**src/rtl/adder64_arbiter_if.sv**
```systemverilog
// rtl/adder64_arbiter_if.sv - two-requester shared-adder bus with result channel
// Sub0/Sub1 exist only when ADDER64_ARB_SUB_EN is defined.
interface adder64_arbiter_if;
    logic        Req0;
    logic [63:0] X0;
    logic [63:0] Y0;
    logic        CarryIn0;
    logic        Last0;
    logic        Gnt0;
    logic        Req1;
    logic [63:0] X1;
    logic [63:0] Y1;
    logic        CarryIn1;
    logic        Last1;
    logic        Gnt1;
`ifdef ADDER64_ARB_SUB_EN
    logic        Sub0;
    logic        Sub1;
`endif
    logic        OutValid;
    logic        OutId;
    logic [63:0] Sum;
    logic        CarryOut;
    logic        OutLast;
    logic        OutOvf;
    logic        Busy;

    modport master (
`ifdef ADDER64_ARB_SUB_EN
        output Sub0, Sub1,
`endif
        output Req0, X0, Y0, CarryIn0, Last0,
        output Req1, X1, Y1, CarryIn1, Last1,
        input  Gnt0, Gnt1,
        input  OutValid, OutId, Sum, CarryOut, OutLast, OutOvf, Busy
    );

    modport slave (
`ifdef ADDER64_ARB_SUB_EN
        input  Sub0, Sub1,
`endif
        input  Req0, X0, Y0, CarryIn0, Last0,
        input  Req1, X1, Y1, CarryIn1, Last1,
        output Gnt0, Gnt1,
        output OutValid, OutId, Sum, CarryOut, OutLast, OutOvf, Busy
    );
endinterface

```
**src/rtl/adder64_arbiter.sv**
```systemverilog
// rtl/adder64_arbiter.sv - round-robin burst arbiter for one shared 64-bit adder with chained carry
// Defining ADDER64_ARB_SUB_EN adds per-burst subtract mode (Sub0/Sub1).
module adder64_arbiter #(
    parameter int MAX_BURST = 8,
    parameter int CNT_W     = 3
) (
    input  logic               Clk,
    input  logic               Rst_n,
    adder64_arbiter_if.slave   bus
);
    typedef enum logic [1:0] {IDLE, GRANT0, GRANT1} state_t;

    state_t            state;
    state_t            state_nxt;
    logic              ptr;
    logic              carry_q;
    logic [CNT_W-1:0]  cnt;

    logic              sel;
    logic              req_sel;
    logic              last_sel;
    logic              cin_sel;
    logic [63:0]       x_sel;
    logic [63:0]       y_sel;
    logic              xfer;
    logic              first;
    logic              forced;
    logic              end_burst;
    logic              sub_eff;
    logic [63:0]       op_y;
    logic              cin;
    logic [64:0]       add_res;

    logic              out_valid_q;
    logic              out_id_q;
    logic [63:0]       sum_q;
    logic              carry_out_q;
    logic              out_last_q;
    logic              out_ovf_q;

`ifdef ADDER64_ARB_SUB_EN
    logic              sub_q;
`endif

    always_comb begin
        sel      = (state == GRANT1);
        req_sel  = sel ? bus.Req1     : bus.Req0;
        last_sel = sel ? bus.Last1    : bus.Last0;
        cin_sel  = sel ? bus.CarryIn1 : bus.CarryIn0;
        x_sel    = sel ? bus.X1       : bus.X0;
        y_sel    = sel ? bus.Y1       : bus.Y0;
        xfer      = (state != IDLE) && req_sel;
        first     = (cnt == '0);
        forced    = (cnt == CNT_W'(MAX_BURST - 1));
        end_burst = xfer && (last_sel || forced);
`ifdef ADDER64_ARB_SUB_EN
        // Sub is taken live on the first word and from the latch afterwards.
        sub_eff = first ? (sel ? bus.Sub1 : bus.Sub0) : sub_q;
`else
        sub_eff = 1'b0;
`endif
        op_y    = sub_eff ? ~y_sel : y_sel;
        cin     = first ? (sub_eff | cin_sel) : carry_q;
        add_res = {1'b0, x_sel} + {1'b0, op_y} + {64'd0, cin};
    end

    always_ff @(posedge Clk) begin
        if (!Rst_n) begin
            state <= IDLE;
        end else begin
            state <= state_nxt;
        end
    end

    always_comb begin
        state_nxt = state;
        case (state)
            IDLE: begin
                if (bus.Req0 && bus.Req1) begin
                    state_nxt = ptr ? GRANT1 : GRANT0;
                end else if (bus.Req0) begin
                    state_nxt = GRANT0;
                end else if (bus.Req1) begin
                    state_nxt = GRANT1;
                end
            end
            GRANT0, GRANT1: begin
                if (end_burst) begin
                    state_nxt = IDLE;
                end
            end
            default: state_nxt = IDLE;
        endcase
    end

    always_ff @(posedge Clk) begin
        if (!Rst_n) begin
            ptr         <= 1'b0;
            carry_q     <= 1'b0;
            cnt         <= '0;
            out_valid_q <= 1'b0;
            out_id_q    <= 1'b0;
            sum_q       <= 64'd0;
            carry_out_q <= 1'b0;
            out_last_q  <= 1'b0;
            out_ovf_q   <= 1'b0;
`ifdef ADDER64_ARB_SUB_EN
            sub_q       <= 1'b0;
`endif
        end else begin
            out_valid_q <= xfer;
            out_last_q  <= end_burst;
            out_ovf_q   <= end_burst && !last_sel;
            if (xfer) begin
                out_id_q    <= sel;
                sum_q       <= add_res[63:0];
                carry_out_q <= add_res[64];
            end
            if (end_burst) begin
                ptr     <= ~sel;
                cnt     <= '0;
                carry_q <= 1'b0;
            end else if (xfer) begin
                cnt     <= cnt + CNT_W'(1);
                carry_q <= add_res[64];
`ifdef ADDER64_ARB_SUB_EN
                sub_q   <= sub_eff;
`endif
            end
        end
    end

    assign bus.Gnt0     = (state == GRANT0);
    assign bus.Gnt1     = (state == GRANT1);
    assign bus.Busy     = (state != IDLE);
    assign bus.OutValid = out_valid_q;
    assign bus.OutId    = out_id_q;
    assign bus.Sum      = sum_q;
    assign bus.CarryOut = carry_out_q;
    assign bus.OutLast  = out_last_q;
    assign bus.OutOvf   = out_ovf_q;
endmodule

```
**src/flat_wrapper.sv**
```systemverilog
// flat-port wrapper written by rule: the top's interface ports become plain ports
module adder64_arbiter_flat 
#(
    parameter int MAX_BURST = 8,
    parameter int CNT_W     = 3
)
  (Clk, Rst_n, bus_Req0, bus_X0, bus_Y0, bus_CarryIn0, bus_Last0, bus_Req1, bus_X1, bus_Y1, bus_CarryIn1, bus_Last1, bus_Gnt0, bus_Gnt1, bus_OutValid, bus_OutId, bus_Sum, bus_CarryOut, bus_OutLast, bus_OutOvf, bus_Busy);
  adder64_arbiter_if bus_i ();
  input  logic Clk;
  input  logic Rst_n;
  input wire logic [$bits(bus_i.Req0)-1:0] bus_Req0;
  input wire logic [$bits(bus_i.X0)-1:0] bus_X0;
  input wire logic [$bits(bus_i.Y0)-1:0] bus_Y0;
  input wire logic [$bits(bus_i.CarryIn0)-1:0] bus_CarryIn0;
  input wire logic [$bits(bus_i.Last0)-1:0] bus_Last0;
  input wire logic [$bits(bus_i.Req1)-1:0] bus_Req1;
  input wire logic [$bits(bus_i.X1)-1:0] bus_X1;
  input wire logic [$bits(bus_i.Y1)-1:0] bus_Y1;
  input wire logic [$bits(bus_i.CarryIn1)-1:0] bus_CarryIn1;
  input wire logic [$bits(bus_i.Last1)-1:0] bus_Last1;
  output wire logic [$bits(bus_i.Gnt0)-1:0] bus_Gnt0;
  output wire logic [$bits(bus_i.Gnt1)-1:0] bus_Gnt1;
  output wire logic [$bits(bus_i.OutValid)-1:0] bus_OutValid;
  output wire logic [$bits(bus_i.OutId)-1:0] bus_OutId;
  output wire logic [$bits(bus_i.Sum)-1:0] bus_Sum;
  output wire logic [$bits(bus_i.CarryOut)-1:0] bus_CarryOut;
  output wire logic [$bits(bus_i.OutLast)-1:0] bus_OutLast;
  output wire logic [$bits(bus_i.OutOvf)-1:0] bus_OutOvf;
  output wire logic [$bits(bus_i.Busy)-1:0] bus_Busy;
  assign bus_i.Req0 = bus_Req0;
  assign bus_i.X0 = bus_X0;
  assign bus_i.Y0 = bus_Y0;
  assign bus_i.CarryIn0 = bus_CarryIn0;
  assign bus_i.Last0 = bus_Last0;
  assign bus_i.Req1 = bus_Req1;
  assign bus_i.X1 = bus_X1;
  assign bus_i.Y1 = bus_Y1;
  assign bus_i.CarryIn1 = bus_CarryIn1;
  assign bus_i.Last1 = bus_Last1;
  assign bus_Gnt0 = bus_i.Gnt0;
  assign bus_Gnt1 = bus_i.Gnt1;
  assign bus_OutValid = bus_i.OutValid;
  assign bus_OutId = bus_i.OutId;
  assign bus_Sum = bus_i.Sum;
  assign bus_CarryOut = bus_i.CarryOut;
  assign bus_OutLast = bus_i.OutLast;
  assign bus_OutOvf = bus_i.OutOvf;
  assign bus_Busy = bus_i.Busy;
  adder64_arbiter #(.MAX_BURST(MAX_BURST), .CNT_W(CNT_W)) u_core (.Clk(Clk), .Rst_n(Rst_n), .bus(bus_i));
endmodule
```
**config.mk**
```make
export PLATFORM = sky130hd
export DESIGN_NAME = adder64_arbiter_flat
export DESIGN_NICKNAME = d
export VERILOG_FILES = /design/src/rtl/adder64_arbiter_if.sv /design/src/rtl/adder64_arbiter.sv /design/src/flat_wrapper.sv
export SDC_FILE = /design/constraint.sdc
export NUM_CORES = 1
export LEC_CHECK = 0
export BUFFER_PORTS_ARGS = -buffer_cell sky130_fd_sc_hd__clkbuf_2
export CORE_UTILIZATION = 35
export DETAILED_ROUTE_END_ITERATION = 8
export PLACE_DENSITY = 0.68
export SETUP_SLACK_MARGIN = 0.02
export SYNTH_ARGS = -nofsm -noshare
export SYNTH_HDL_FRONTEND = slang
export SYNTH_SLANG_ARGS = --single-unit
```
**constraint.sdc**
```tcl
create_clock -name Clk -period 5.5 [get_ports Clk]
set_clock_uncertainty 0.2 [all_clocks]
set_input_delay 0.55 -clock Clk [delete_from_list [all_inputs] [get_ports Clk]]
set_output_delay 0.55 -clock Clk [all_outputs]
set_load 0.05 [all_outputs]
```
**Yosys cells after proc, flatten, opt, wreduce, memory -nomap -nowiden**

Index checks and enable logic that the tools add are counted.

- $add $sub $neg: 3
- Equality and inequality tests: 5
- Muxes and demuxes: 12
- Bitwise logic cells: 2
- Reduce and logical (&&, ||, !) cells: 12

Operator list:

| kind | count |
|---|---|
| $mux 64 | 2 |
| $add 64x64->65 | 1 |
| $add 65x1->65 | 1 |
| $mux 2 | 5 |
| $logic_and 1x1->1 | 4 |
| $mux 1 | 4 |
| $ne 4x3->1 const B | 1 |
| $pmux 2 s2 | 1 |
| $reduce_or 2->1 | 2 |
| $add 3x1->3 const B | 1 |
| $eq 3x3->1 const B | 1 |
| $logic_not 3->1 | 1 |
| $eq 2x1->1 const B | 1 |
| $eq 2x2->1 const B | 1 |
| $logic_not 2->1 | 1 |
| $ne 2x1->1 const B | 1 |
| $not 1->1 | 2 |
| $reduce_and 2->1 | 1 |
| $reduce_bool 2->1 | 1 |
| $logic_not 1->1 | 1 |
| $logic_or 1x1->1 | 1 |

- Register bits: 76
- Output and inout port bits: 72
- Word-level logic and storage cells: 44

**Depth between registers and ports, before layout**

Gate-level depths: netlist of the first run.

- Depth after elaboration: 6
- Depth in mapped cells: 18

**Worst setup path after synthesis of the first run**

No wires, ideal clock.

- Path type: reg-to-reg
- Start: register u_core.state[0]
- End: register u_core.sum_q[63] (netlist: u_core.bus.Sum[63])
- Library setup time: 127 ps
- Data arrival time: 4519 ps
- Required time: 5173 ps
- Setup slack: 654 ps
- Stages on the path, launching flop included: 17
- Buffers on the path: 3
- Cells stage by stage: dfxtp_1 > inv_1 > ha_1 > clkbuf_1 > clkbuf_1 > clkbuf_1 > mux2_2 > ha_1 > and2_1 > and3_1 > a221o_1 > a221oi_1 > o21ai_1 > a221o_1 > o21ai_1 > a2111oi_0 > or3b_1

- Word-level cells in the longest chain between the ends: 4
- Elaborated cells between the ends (all ways): 10
- Classes of those cells: add/sub (2); eq/ne (1); mux (5); reduce/logical (2)

RTL lines:

| item | line | RTL |
|---|---|---|
| start, declared | adder64_arbiter.sv:13 | `state_t state;` |
| start signal, assigned | adder64_arbiter.sv:71 | `state <= state_nxt;` |
| $eq 2x2->1 (*) | -- |  |
| named net bus_Gnt1 | flat_wrapper.sv:22 | `output wire logic [$bits(bus_i.Gnt1)-1:0] bus_Gnt1;` |
| $mux 64, or another cell as far along | adder64_arbiter.sv:50 | `x_sel = sel ? bus.X1 : bus.X0;` |
| $add 64x64->65 / $mux 1 (equally long branches) | adder64_arbiter.sv:64, adder64_arbiter.sv:63 |  |
| $add 65x1->65 | adder64_arbiter.sv:64 | `add_res = {1'b0, x_sel} + {1'b0, op_y} + {64'd0, cin};` |
| end signal, assigned | adder64_arbiter.sv:116 | `sum_q <= add_res[63:0];` |
| end, declared | adder64_arbiter.sv:36 | `logic [63:0] sum_q;` |

Mark *: on every way through the listed nets, which the timed path passes. The rest lies on a longest branch.
A chain may end at the register's enable or synchronous reset.

**Final worst setup path of the first run**

- Start: register u_core.state[0]
- End: register u_core.sum_q[63] (netlist: u_core.bus.Sum[63])

- Word-level cells in the longest chain between the ends: 4
- Elaborated cells between the ends (all ways): 10
- Classes of those cells: add/sub (2); eq/ne (1); mux (5); reduce/logical (2)

RTL lines:

| item | line | RTL |
|---|---|---|
| $eq 2x2->1 | adder64_arbiter.sv:46 | `sel = (state == GRANT1);` |
| $mux 64, or another cell as far along | adder64_arbiter.sv:50 |  |
| $add 64x64->65 / $mux 1 (equally long branches) | adder64_arbiter.sv:64, adder64_arbiter.sv:63 |  |
| $add 65x1->65 | adder64_arbiter.sv:64 |  |

Parallel ways exist; a longest one is shown, timed or not.

==> metrics.md, run 1 <==
| Metric | Value |
|---|---|
| Outcome | complete, no violations |
| Netlist cell types | 73 |
| Clock sinks | 76 |
| Final slew viol count | 0 |
| Startpoint types | register |
| Final worst path period share | ~81% |
| Worst setup endpoint | u_core.bus.Sum[63] |
| Worst setup EP type | register |
| Proportion of layout cells with a drive suffix above 1 | about 37% |
| Final hold vios | 0 |
| Sequential-to-total area share from yosys stat | between 10% and 20% |
| Core Util, Final | 45.3% |
| Worst IR drop on VDD | around 0.24 mV |
| Worst relative slew slack | 46.9% |
| R2R cell count | 14 |
| F_max | between 200 and 250 MHz |
| Initial antenna violation count | 0 |
| Die height | 157 µm |
| Sw Ratio | roughly 52% |
| Area Overhead vs Synth | 26.4% |
| RePlAce Congestion | roughly 0.89 |
| Most common cell after layout, fill and taps aside | clkbuf_2 |
| Final #Nets | around 1,700 |
| Slowest Stage Delay on Critical Path | around 0.41 ns |
| Total power | approximately 4800 µW |
| Starting Density | a little over a third |
| Sequential Power Share | around 16% |
| Iter 0 DRT Violations | 623 |
| WS Path Type | reg -> reg |
| Warnings from Yosys | 0 |
| # rows | 56 |
| Worst setup startpoint | u_core.state[0] |
| IO Port Bufs | approximately 340 |
| Remaining global-route overflow | 0 |
| Mapped Avg Cell Area | roughly 7.7 µm² |
| DRC violations left | 0 |
| Via Count | 9,461 |
| Seq cells post-synth | 76 |
| Leak | between 0.004 and 0.005 µW |
| Area of the multi-input gates | approximately 6600 µm² |
| Clock Root Buffer | clkbuf_16 |
| Post-DRT Antenna Nets | 0 |
| Setup TNS | 0 ns |
| Via density per instance | around 5.6 |
| Clock slew at reported path FFs | around 0.07 ns |
| RSZ-0062 raised after global routing | false |
| CTS Buf Count | 9 |
| Clock share of power | 13.2% |
| DP HPWL | roughly 25,000 µm |
| Pwr Density | about 450 nW/µm² |
| Worst-margin pin slew | about 0.79 ns |
| Worst-Skew Late Latency | around 0.34 ns |
| Worst Hold Class | reg -> reg |
| Top_reg_cell synth | dfxtp_1 |
| CTS Buffer Depth | 2 |
| Core area | roughly 24,000 µm² |
| Switching pwr | 2500 µW |
| CP Cell Sequence | inv_1 > ha_4 > buf_12 > mux2_2 > ha_1 > a21oi_1 > o21ai_0 > a221o_1 > a221oi_1 > o21ai_1 > a221o_1 > o21ai_1 > a2111oi_0 > or3b_1 |
| # diodes | 0 |
| Worst Path Max Fanout | 87 |
| Fillers | between 2,000 and 2,500 |
| Number of max-cap violations | 0 |
| Post-Syn Area | 8430 µm² |
| Mapped Cells | 1,088 |
| CTS tree | yes |
| Htree depth | 3 |
| Combinational Power Share | 70.6% |
| Die area | approximately 25,000 µm² |
| Wire per inst | 17.9 µm |
| Die X | around 160 µm |
| Global-route wire length before repair | 45,900 µm |
| Start of the worst register-to-register path | u_core.state[0] |
| Register area | about 1500 µm² |
| EDFF count, synth | 0 |
| Io pins | about 340 |
| Setup Viol. Count Final | 0 |
| PostCTS Resize Cnt | 0 |
| Total Routing Usage GR | about a quarter |
| Worst endpoint data arrival time | about 4.5 ns |
| Post-Syn Nets | roughly 1,400 |
| Post-CTS Hold Buffers | 0 |
| Async set-reset flop share out of synthesis | 0% |
| Most frequent cells in the layout | 335 x clkbuf_2, 126 x mux2_2, 115 x a21oi_1 |
| Crit-path slowest cell | ha_1 |
| Reg-to-reg endpoint | u_core.bus.Sum[63] |
| Worst EP required | between 5 and 6 ns |
| Post-CTS setup buffers | 0 |
| Pre-antenna DRT Iters | 6 |
| Min Clock Period, post-route | 4.47 ns |
| Reg2Reg Setup Slack | roughly 1.0 ns |
| Largest net degree at the start of global routing | around 90 |
| Internal Pwr Total | 2290 µW |
| Number of global-route vias before repair | ~8,800 |
| Routed wire length | approximately 30,000 µm |
==> layer usage <==
layer,global-route usage (%),wire (µm),vias to the layer above
met4,6.24,557,0
met1,29.2,12800,4377
li1,-,-,4637
met5,0,0,-
met2,42.2,14800,404
met3,4.63,2220,43
==> registers in the layout (all words and copies together) (netlist names) <==
signal and cells:
u_core.bus.CarryOut 1, u_core.bus.OutId 1, u_core.bus.OutLast 1, u_core.bus.OutOvf 1
u_core.bus.OutValid 1, u_core.bus.Sum 64, u_core.carry_q 1, u_core.cnt 3
u_core.ptr 1, u_core.state 2
==> cells by family after synthesis <==
logic type                 count (synthesis)  share of synthesized area (%)
AOI/OAI and AO/OA                        346                           27.1
DFF                                       76                           18.0
buffers and inverters                     96                           4.32
xor gates and xnor gates                  18                           1.87
adders and majority gates                 71                           10.7
and+or+nand+nor                          349                           20.4
muxes                                    132                           17.5
==> worst min-delay path by stage <==
| stage | from | endpoint | slack (ns) | cells past startpoint |
|---|---|---|---|---|
| after floorplan | u_core.ptr | u_core.ptr | 0.23 | 2 |
| after global placement | u_core.bus.Sum[26] | u_core.bus.Sum[26] | 0.24 | 2 |
| after detailed placement | u_core.bus.Sum[26] | u_core.bus.Sum[26] | 0.24 | 2 |
| after CTS | bus_Last1 | u_core.bus.OutOvf | 0.24 | 2 |
| after global routing | bus_Last1 | u_core.bus.OutOvf | 0.26 | 2 |
| final | u_core.bus.Sum[26] | u_core.bus.Sum[26] | 0.25 | 2 |
==> final cells by class <==
cell class | instances | area share (%)
clock buffers | 12 | 2.41
clock inverters | 4 | 0.446
inverters | 31 | 1.09
multi-input cells | 916 | 61.6
flip-flops and latches | 76 | 14.3
well taps | 319 | 3.75
repair buffers | 343 | 16.4
==> through the flow <==
| step | worst slack (ns) | hold slack [ns] | instance area, µm² | std cells |
|---|---|---|---|---|
| after detailed placement | 1.09 | 0.244 | 10300 | 1685 |
| after global routing | 0.753 | 0.257 | 10700 | 1701 |
| after CTS | 1.08 | 0.241 | 10700 | 1701 |
| after floorplan | 0.654 | 0.234 | 8430 | 1088 |
| final | 1.03 | 0.254 | 10700 | 1701 |
| after global placement | 1.20 | 0.239 | 10300 | 1685 |
==> cells in the mapped netlist, types with 8 or more instances <==
cell type  instances  area, µm²
a21oi_1          115        576
nor2_1            54        203
xor2_1             8       70.1
o31ai_1           11       82.6
nand4_1           19        119
xnor2_1           10       87.6
inv_1             31        116
dfxtp_1           76       1520
nand3b_1          14        105
o21a_1            21        158
and3_1            11       68.8
or3_1             15       93.8
clkbuf_1          56        210
a21o_1            46        345
nand3_1           52        260
nor3_1            30        150
ha_1              69        863
a211oi_1           9       67.6
o21bai_1          14        105
o211ai_1           9       67.6
mux2_2           126       1420
o21ai_0           53        265
nand2b_1           8       50.1
and2_1            11       68.8
nand2_1          111        417
==> power by group through the flow <==
stage          Clock (µW)  Combinational (µW)  Sequential (µW)
6_report              632                3390              777
3_5_place_dp            0                3350              787
4_1_cts               644                3360              776
3_3_place_gp            0                3330              783
5_1_grt               666                3670              791
2_1_floorplan           0                2080             1200
==> worst max-delay path, delay by kind of cell, from the launching register on <==
kind,cells,cell delay (ns)
and+or+nand+nor,1,0.36
muxes,1,0.40
AOI/OAI and AO/OA,8,1.86
adders and majority gates,2,0.63
DFF,1,0.33
buffers and inverters,2,0.44
Power figures use the tool's default switching activity.
==> run 2, diff against run 1 <==
==> constraint.sdc (replaced) <==
create_clock -name Clk -period 4.55 [get_ports Clk]
set_clock_uncertainty 0.2 [all_clocks]
set_input_delay 0.455 -clock Clk [delete_from_list [all_inputs] [get_ports Clk]]
set_output_delay 0.455 -clock Clk [all_outputs]
set_load 0.05 [all_outputs]
==> run 2 against run 1 <==
  * Final cell count up 1.0%
  * Clock power is 19% higher
  * Non-clock buffer count up 18
  * Design area increased by 1.7%
  * Critical endpoint is now u_core.bus.Sum[58]
  * Register-to-register slack lost 0.73 ns
  * Power up 23%
  * Via count fell by 0.91%
  * Sequential power is 21% higher
  * Setup slack lost 0.73 ns
  * Critical path depth rose by 2
  * Utilization increased by 0.77 points
  * Combinational power grew 24%
==> metrics.md, run 2 (synthesis results as in run 1) <==
| Metric | Value |
|---|---|
| Reg2Reg Setup Slack | 0.30 ns |
| Outcome | complete, no violations |
| Hold Crit Start | bus_Last1 |
| Worst-margin pin slew | roughly 0.8 ns |
| Most common cell after layout, fill and taps aside | clkbuf_2 |
| Remaining global-route overflow | 0 |
| CTS Buf Count | 9 |
| Final worst path period share | between 90 and 100% |
| WHS | about 0.15 ns |
| Routed wire length | between 30,000 and 40,000 µm |
| Leak | 0.00499 µW |
| Worst-Skew Late Latency | around 0.35 ns |
| WHS Endpoint | u_core.bus.OutOvf |
| Setup Viol. Count Final | 0 |
| Die area | 24,700 µm² |
| # rows | 56 |
| Global-route wire length before repair | roughly 45,000 µm |
| Number of global-route vias before repair | just under 9,000 |
| Worst relative slew slack | between 40% and 50% |
| Largest net degree at the start of global routing | 75 |
| Wire per inst | between 15 and 20 µm |
| Internal Pwr Total | about 2800 µW |
| # diodes | 0 |
| RePlAce Congestion | about 0.91 |
| Core area | 23,500 µm² |
| Worst EP required | 4.64 ns |
| Clock Root Buffer | clkbuf_16 |
| F_max | around 240 MHz |
| Slowest Stage Delay on Critical Path | 0.50 ns |
| Cells after DPL | 1,698 |
| Non-filler cells, final | 1,718 |
| Start of the worst register-to-register path | u_core.state[0] |
| Area of placed instances | ~10,000 µm² |
| Setup TNS | 0 ns |
| WS Path Type | reg -> reg |
| Worst Hold Class | in -> reg |
| Area Overhead vs Synth | 28.5% |
| Die X | between 150 and 200 µm |
| Flip-flop count of the largest register after layout | 64 |
| Combinational Power Share | between 70% and 80% |
| CTS Buffer Depth | 2 |
| Fillers | roughly 2,400 |
| Worst IR drop on VDD | around 0.22 mV |
| Crit-path slowest cell | or4_1 |
| R2R cell count | 16 |
| Reg-to-reg endpoint | u_core.bus.Sum[58] |
| Io pins | approximately 340 |
| Pre-CTS WS | 0.175 ns |
| CP Cell Sequence | inv_1 > ha_4 > buf_4 > clkbuf_16 > mux2_2 > ha_1 > nand2b_1 > a21oi_2 > o21a_1 > buf_4 > or2_4 > a2111oi_4 > or4_1 > a21oi_1 > or4_1 > nand3_1 |
| Switching pwr | slightly above 3000 µW |
| Clock sinks | 76 |
| Min Clock Period, post-route | between 4 and 5 ns |
| Design area | 10,800 µm² |
| Worst Path Max Fanout | 37 |
| Pwr Density | about 540 nW/µm² |
| DP HPWL | approximately 24,000 µm |
| Final slew viol count | 0 |
| Htree depth | 3 |
| Final #Nets | 1,730 |
| Via density per instance | approximately 5.5 |
| IO Port Bufs | between 300 and 400 |
| RSZ-0062 raised after global routing | false |
| Final hold vios | 0 |
| Total Routing Usage GR | between 20% and 30% |
| Initial antenna violation count | 0 |
| PnR worst setup slack | 0.300 ns |
| Starting Density | between 30% and 40% |
| Number of max-cap violations | 0 |
| Most frequent cells in the layout | 335 x clkbuf_2, 126 x mux2_2, 114 x a21oi_1 |
| Sequential Power Share | 16.0% |
| Post-DRT Antenna Nets | 0 |
| Pre-antenna DRT Iters | 5 |
| Worst setup EP type | register |
| Sw Ratio | 51.9% |
| Clock share of power | 12.8% |
| Via Count | about 9,400 |
| Proportion of layout cells with a drive suffix above 1 | 37.6% |
| Startpoint types | register |
| Worst endpoint data arrival time | 4.34 ns |
| Clock slew at reported path FFs | approximately 0.060 ns |
| CTS tree | yes |
| Die height | 157 µm |
| Iter 0 DRT Violations | 522 |
| Hold path cells | 2 |
| DRC violations left | 0 |
==> run 2: metal layers <==
metal,track usage (%),share of wire (%),up-vias
met3,4.16,7.2,46
met5,0,0,-
met4,8.18,2.6,0
met1,28.5,42,4249
met2,41.9,49,412
li1,-,-,4668
==> run 2: repair_timing <==
action                                  CTS  global route
setup buffers                             0             4
hold buffers                              0             0
gates resized for setup                   0             3
endpoints found under the setup margin    0            12
==> run 2: layout make-up <==
cell class | count | area (µm²) | area share (%)
Multi-Input combinational cell | 916 | 6570 | 60.6
Timing Repair Buffer | 361 | 1930 | 17.9
Sequential cell | 76 | 1520 | 14.0
Tap cell | 319 | 399 | 3.68
Clock buffer | 11 | 243 | 2.24
Inverter | 31 | 116 | 1.07
Clock inverter | 4 | 50.0 | 0.462
==> run 2: through the flow <==
step / total power [µW] / utilization [%]
floorplan: 3980 / -
global placement: 5030 / 44.5
detailed placement: 5060 / 44.5
CTS: 5830 / 45.7
global route: 6300 / 46.0
finish: 5880 / 46.0
==> run 2: power by group through the flow <==
stage               registers, µW  logic, µW  clock network, µW
finish                        939       4190                753
global route                  960       4540                798
CTS                           939       4130                765
detailed placement            951       4110                  0
global placement              949       4080                  0
floorplan                    1450       2520                  0
==> run 2: worst max-delay path: cells and delay by family (launching register included) <==
kind | cells | cell delay (ns)
fa+ha+maj | 2 | 0.57
mux | 1 | 0.36
simple gates | 5 | 1.22
compound gates | 4 | 0.83
buf+inv | 4 | 0.67
flops | 1 | 0.33
==> run 2: worst max-delay path by stage <==
stage                     endpoint       startpoint  slack (ns)
2_1_floorplan   u_core.bus.Sum[63]  u_core.state[0]       -0.04
3_3_place_gp    u_core.bus.Sum[52]  u_core.state[0]        0.29
3_5_place_dp   u_core.bus.CarryOut  u_core.state[0]        0.17
4_1_cts        u_core.bus.CarryOut  u_core.state[0]        0.14
5_1_grt        u_core.bus.CarryOut  u_core.state[0]        0.03
6_report        u_core.bus.Sum[58]  u_core.state[0]        0.30
